<file path="src/rtl/seg_pkg.sv">
// seg_pkg: shared constants, frame type and blink masking for the seven-segment scan controller
package seg_pkg;
    localparam int DIGITS   = 8;
    localparam int SCAN_W   = 3;
    localparam int NIBBLE_W = 4;

    typedef struct packed {
        logic [DIGITS*NIBBLE_W-1:0] data;
        logic [DIGITS-1:0]          les;
        logic [DIGITS-1:0]          point;
        logic [DIGITS-1:0]          blink;
    } seg_frame_t;

    function automatic logic [DIGITS-1:0] visible_les(input seg_frame_t f, input logic phase);
        return f.les & ~(f.blink & {DIGITS{phase}});
    endfunction
endpackage

</file>
<file path="src/rtl/seg_tick_div.sv">
// seg_tick_div: enable-gated divider, tick is high while en=1 and the count sits at DIV-1
module seg_tick_div #(
    parameter int DIV = 2
) (
    input  logic clk,
    input  logic rst_n,
    input  logic en,
    output logic tick
);
    localparam int W = DIV > 1 ? $clog2(DIV) : 1;
    logic [W-1:0] cnt;
    assign tick = en && cnt == W'(DIV - 1);
    always_ff @(posedge clk or negedge rst_n)
        if (!rst_n)
            cnt <= '0;
        else if (en)
            cnt <= tick ? '0 : cnt + 1'b1;
endmodule

</file>
<file path="src/rtl/seg_scan_ctrl.sv">
// seg_scan_ctrl: scan sequencer and tear-free frame buffer for the 8-digit decoder
// SEG_BLINK_EN adds per-digit blinking every BLINK_FRAMES frames
module seg_scan_ctrl import seg_pkg::*; #(
    parameter int SCAN_DIV     = 100000,
    parameter int BLINK_FRAMES = 64
) (
    input  logic                       clk,
    input  logic                       rst_n,
    input  logic                       en,
    input  logic                       req_valid,
    output logic                       req_ready,
    input  logic [DIGITS*NIBBLE_W-1:0] req_data,
    input  logic [DIGITS-1:0]          req_les,
    input  logic [DIGITS-1:0]          req_point,
    input  logic [DIGITS-1:0]          req_blink,
    output logic [DIGITS*NIBBLE_W-1:0] data,
    output logic [DIGITS-1:0]          les,
    output logic [DIGITS-1:0]          point,
    output logic [SCAN_W-1:0]          scan,
    output logic                       frame_tick
);
    logic             slot_tick, pend_full, commit, nxt_phase;
    logic [DIGITS-1:0] blink_in;
    seg_frame_t       pend, act, nxt;

    seg_tick_div #(.DIV(SCAN_DIV)) u_slot (.clk, .rst_n, .en, .tick(slot_tick));

    assign frame_tick = slot_tick && scan == SCAN_W'(DIGITS - 1);
    assign commit     = frame_tick && pend_full;
    assign nxt        = commit ? pend : act;
    assign req_ready  = ~pend_full;
    assign data       = act.data;
    assign point      = act.point;

`ifdef SEG_BLINK_EN
    logic blink_tick, blink_phase;
    seg_tick_div #(.DIV(BLINK_FRAMES)) u_blink (.clk, .rst_n, .en(frame_tick), .tick(blink_tick));
    always_ff @(posedge clk or negedge rst_n)
        if (!rst_n)
            blink_phase <= 1'b0;
        else
            blink_phase <= blink_phase ^ blink_tick;
    assign nxt_phase = blink_phase ^ blink_tick;
    assign blink_in  = req_blink;
`else
    logic unused_blink;
    assign unused_blink = ^{req_blink, 32'(BLINK_FRAMES)};
    assign nxt_phase    = 1'b0;
    assign blink_in     = '0;
`endif

    // les is computed from next-cycle frame and phase so it lines up with data on commit
    always_ff @(posedge clk or negedge rst_n)
        if (!rst_n) begin
            scan      <= '0;
            pend      <= '0;
            act       <= '0;
            pend_full <= 1'b0;
            les       <= '0;
        end else begin
            scan <= scan + SCAN_W'(slot_tick);
            if (req_valid && !pend_full) begin
                pend      <= '{data: req_data, les: req_les, point: req_point, blink: blink_in};
                pend_full <= 1'b1;
            end else if (commit)
                pend_full <= 1'b0;
            act <= nxt;
            les <= en ? visible_les(nxt, nxt_phase) : '0;
        end
endmodule

</file>
<file path="config.mk">
export PLATFORM = sky130hd
export DESIGN_NAME = seg_scan_ctrl
export DESIGN_NICKNAME = d
export VERILOG_FILES = /design/src/rtl/seg_pkg.sv /design/src/rtl/seg_tick_div.sv /design/src/rtl/seg_scan_ctrl.sv
export SDC_FILE = /design/constraint.sdc
export NUM_CORES = 1
export LEC_CHECK = 0
export ABC_CLOCK_PERIOD_IN_PS = 3500
export CORE_MARGIN = 4
export CORE_UTILIZATION = 51
export DETAILED_ROUTE_END_ITERATION = 16
export PLACE_DENSITY = 0.8
export SYNTH_ARGS = -nofsm -noshare
export SYNTH_HDL_FRONTEND = slang
export SYNTH_HIERARCHICAL = 1
export SYNTH_SLANG_ARGS = --single-unit
</file>
<file path="constraint.sdc">
create_clock -name clk -period 3.5 [get_ports clk]
set_clock_uncertainty 0.15 [all_clocks]
set_input_delay 0.525 -clock clk [delete_from_list [all_inputs] [get_ports clk]]
set_output_delay 0.525 -clock clk [all_outputs]
set_load 0.01 [all_outputs]
</file>
==> impl_results.md <==
- Syn Inst Count: 374
- Routed Antenna Nets: 0
- Row count: 37
- Post-synth EDFFs: 0
- Max rail drop VDD: 350 uV
- Max-slew violations: 0
- Total gr overflow: 0
- Yosys warnings: 6
- Post-synth top area share: 58.8%
- Die Wd: 110 um
- Max frequency: 307 MHz
- Largest net degree at the start of global routing: 70
- Routed len/inst: 16.8 um
- Clock Path Buffers: 2
- Number of placed I/O pins: 113
- CORE AREA: 0.0102 sq mm
- Post-detailed-placement half-perimeter wirelength: around 6500 um
- Drt first pass iters: 5
- Drt drc: 0
- Final Hold Viols: 0
- ANT cells: 0
- Crit path max fanout: 5
- Syn avg cell area: ~14 sq um
- Crit Path Category: reg -> out
- GRT busiest layer: met2
- Flops & latches, synth: roughly 130
- Syn nets: 437
- CTS Sinks: 125
- RSZ-0062 raised after global routing: no
- Area leader, netlist: dfrtp_1
- Post-synthesis sequential area ratio: between 50% and 60%
- Die area: 0.0121 sq mm
- Tot Pwr: 3.64 mW
- TritonCTS clock tree: yes
- Area grow syn2layout: 28.5%
- Worst Path Required: 2.82 ns
- Post-cts sizing count: 0
- Total CTS buffers: 17
- Clk_lat worst skew: 0.50 ns
- Minimum clock period: 3.26 ns
- Cell total after placement: roughly 560
- Synth Flop Type: dfrtp_1
- Clk slew on worst S/H paths: 0.06 ns
- Worst Path Arrival: 2.58 ns
- Layout Nets: 510
- Initial antenna violation count: 0
- Worst Setup End Kind: primary output
- Global-route wire length before repair: 15,900 um
- Post-Layout Cell Count: 595
- Vert. Die Dim: 110 um
- Post-CTS Setup Inserts: 0
- Final Wtd Congestion: 0.812
- Hold-fix buffers, CTS: 0
- Post-synthesis async set-or-reset flop share: 100%
- CP Launch Type: flip-flop
- Pwr Density: 533 mW/mm^2
- Crit path cell chain: ha_1, and3_1, nand4_2, nor3_4, and4_4, clkdlybuf4s50_1
- Setup ws final: 0.241 ns
- Final WL: 10,000 um
- Pre-CTS setup slack: 0.408 ns
- Starting Density: 52.0%
- Synth top area cells: dfrtp_1 (59%), mux2_2 (16%), buf_4 (6.1%)
- Slew margin rel.: 41.6%
- Grt met2 use: 28.2%
- Post-synth top cells: dfrtp_1 (125), mux2_2 (76), buf_4 (43)
- Pleak: 3.18 nW
- CP max stage delay: 0.54 ns
- Met3 Usage GRT: 6.23%
- Layout cell share with drive strength beyond 1: around 30%
- CP max-delay cell: clkdlybuf4s50_1
- Port Buffers: 104
- Fin util: 66.8%
- Vias: 3,027
- Worst min path class: in -> async
- Most frequent cell after synthesis: dfrtp_1
- Status: completed
- Distinct cells, synth: 31
- Grt met1 use: between 20 and 25%
- Setup TNS Final: 0 ns
- H-Tree Depth: 4
- Worst slew pin tran: 0.876 ns
- Vias/cell: 5.09
- Endpoints failing setup: 0
- First-iteration detailed-routing DRC count: approximately 110
- Tot GR Track Use: 17.4%
- Clock root buffer: clkbuf_8
- Vias in the first global route: ~3,200
- Max-Cap Viols: 0
- Synthesized cell area: 0.00532 sq mm
- Final worst-path cycle share: 93.1%
==> worst paths after layout <==
path	end	slack (ns)	startpoint	cells past startpoint
max	frame_tick	0.24	u_slot/cnt[0]	6
min	data[21]	0.004	rst_n	1
max reg2reg	act[19]	0.86	u_slot/cnt[0]	8
min reg2reg	point[0]	0.35	pend[8]	1
max in group asynchronous	u_slot/cnt[14]	2.41	rst_n	2
min in group clk	point[0]	0.35	pend[8]	1
==> stage by stage <==
step	instance area, sq um	hold WS (ns)
after CTS	6830	0.00151
after global routing	6830	0.0625
after floorplan	5320	0.0794
final	6830	0.00381
after global placement	6210	0.333
after detailed placement	6210	0.340
==> registers in the layout, indices dropped and copies added (netlist names) <==
name        flops
act             8
data           32
les             8
pend           48
pend_full       1
point           8
scan            3
u_slot/cnt     17
==> worst max-delay path: cells and delay by family (launching register included) <==
family / cells / cell delay (ns)
adders and majority gates: 1 / 0.26
buffers and inverters: 1 / 0.54
and+or+nand+nor: 4 / 0.87
DFF: 1 / 0.40
==> per-layer routing <==
metal,up-vias,wire (um)
li1,1398,-
met1,1543,4400
met2,82,4950
met3,4,605
met4,0,42
met5,-,0
==> logic make-up (layout without fill, tap and decap cells) <==
logic type | after synthesis | count (layout) | synth area share (%)
mux | 104 | 104 | 23.3
buf+inv | 60 | 145 | 7.86
xor+xnor | 15 | 15 | 2.47
simple gates | 64 | 64 | 6.57
compound gates | 3 | 3 | 0.306
fa+ha+maj | 3 | 3 | 0.706
flops | 125 | 125 | 58.8
==> cells in the final DEF (no fill, tap or decap), drive strengths merged, types with 3 or more instances in the layout <==
cell type	Yosys	final
clkbuf	2	21
bufinv	0	4
nor2	10	10
mux2	96	96
nand2	23	23
xor2	4	4
clkdlybuf4s50	0	103
inv	5	5
ha	3	3
nand4	9	9
dfrtp	125	125
buf	53	6
xnor2	11	11
mux2i	8	8
clkinv	0	4
nand3	5	5
nor4	6	6
==> layout make-up <==
cell class | instances | area, sq um
Fill cell | 732 | 3400
Tap cell | 136 | 170
Multi-Input combinational cell | 189 | 1780
Timing Repair Buffer | 109 | 1110
Inverter | 5 | 18.8
Clock buffer | 21 | 459
Clock inverter | 10 | 163
Sequential cell | 125 | 3130
==> power by group <==
group          switching [mW]  internal [mW]
Sequential             0.0797           1.54
Combinational          0.0835          0.129
Clock                   0.602           1.21
Total                   0.765           2.87
No activity file was read; power rests on OpenSTA's default activity.
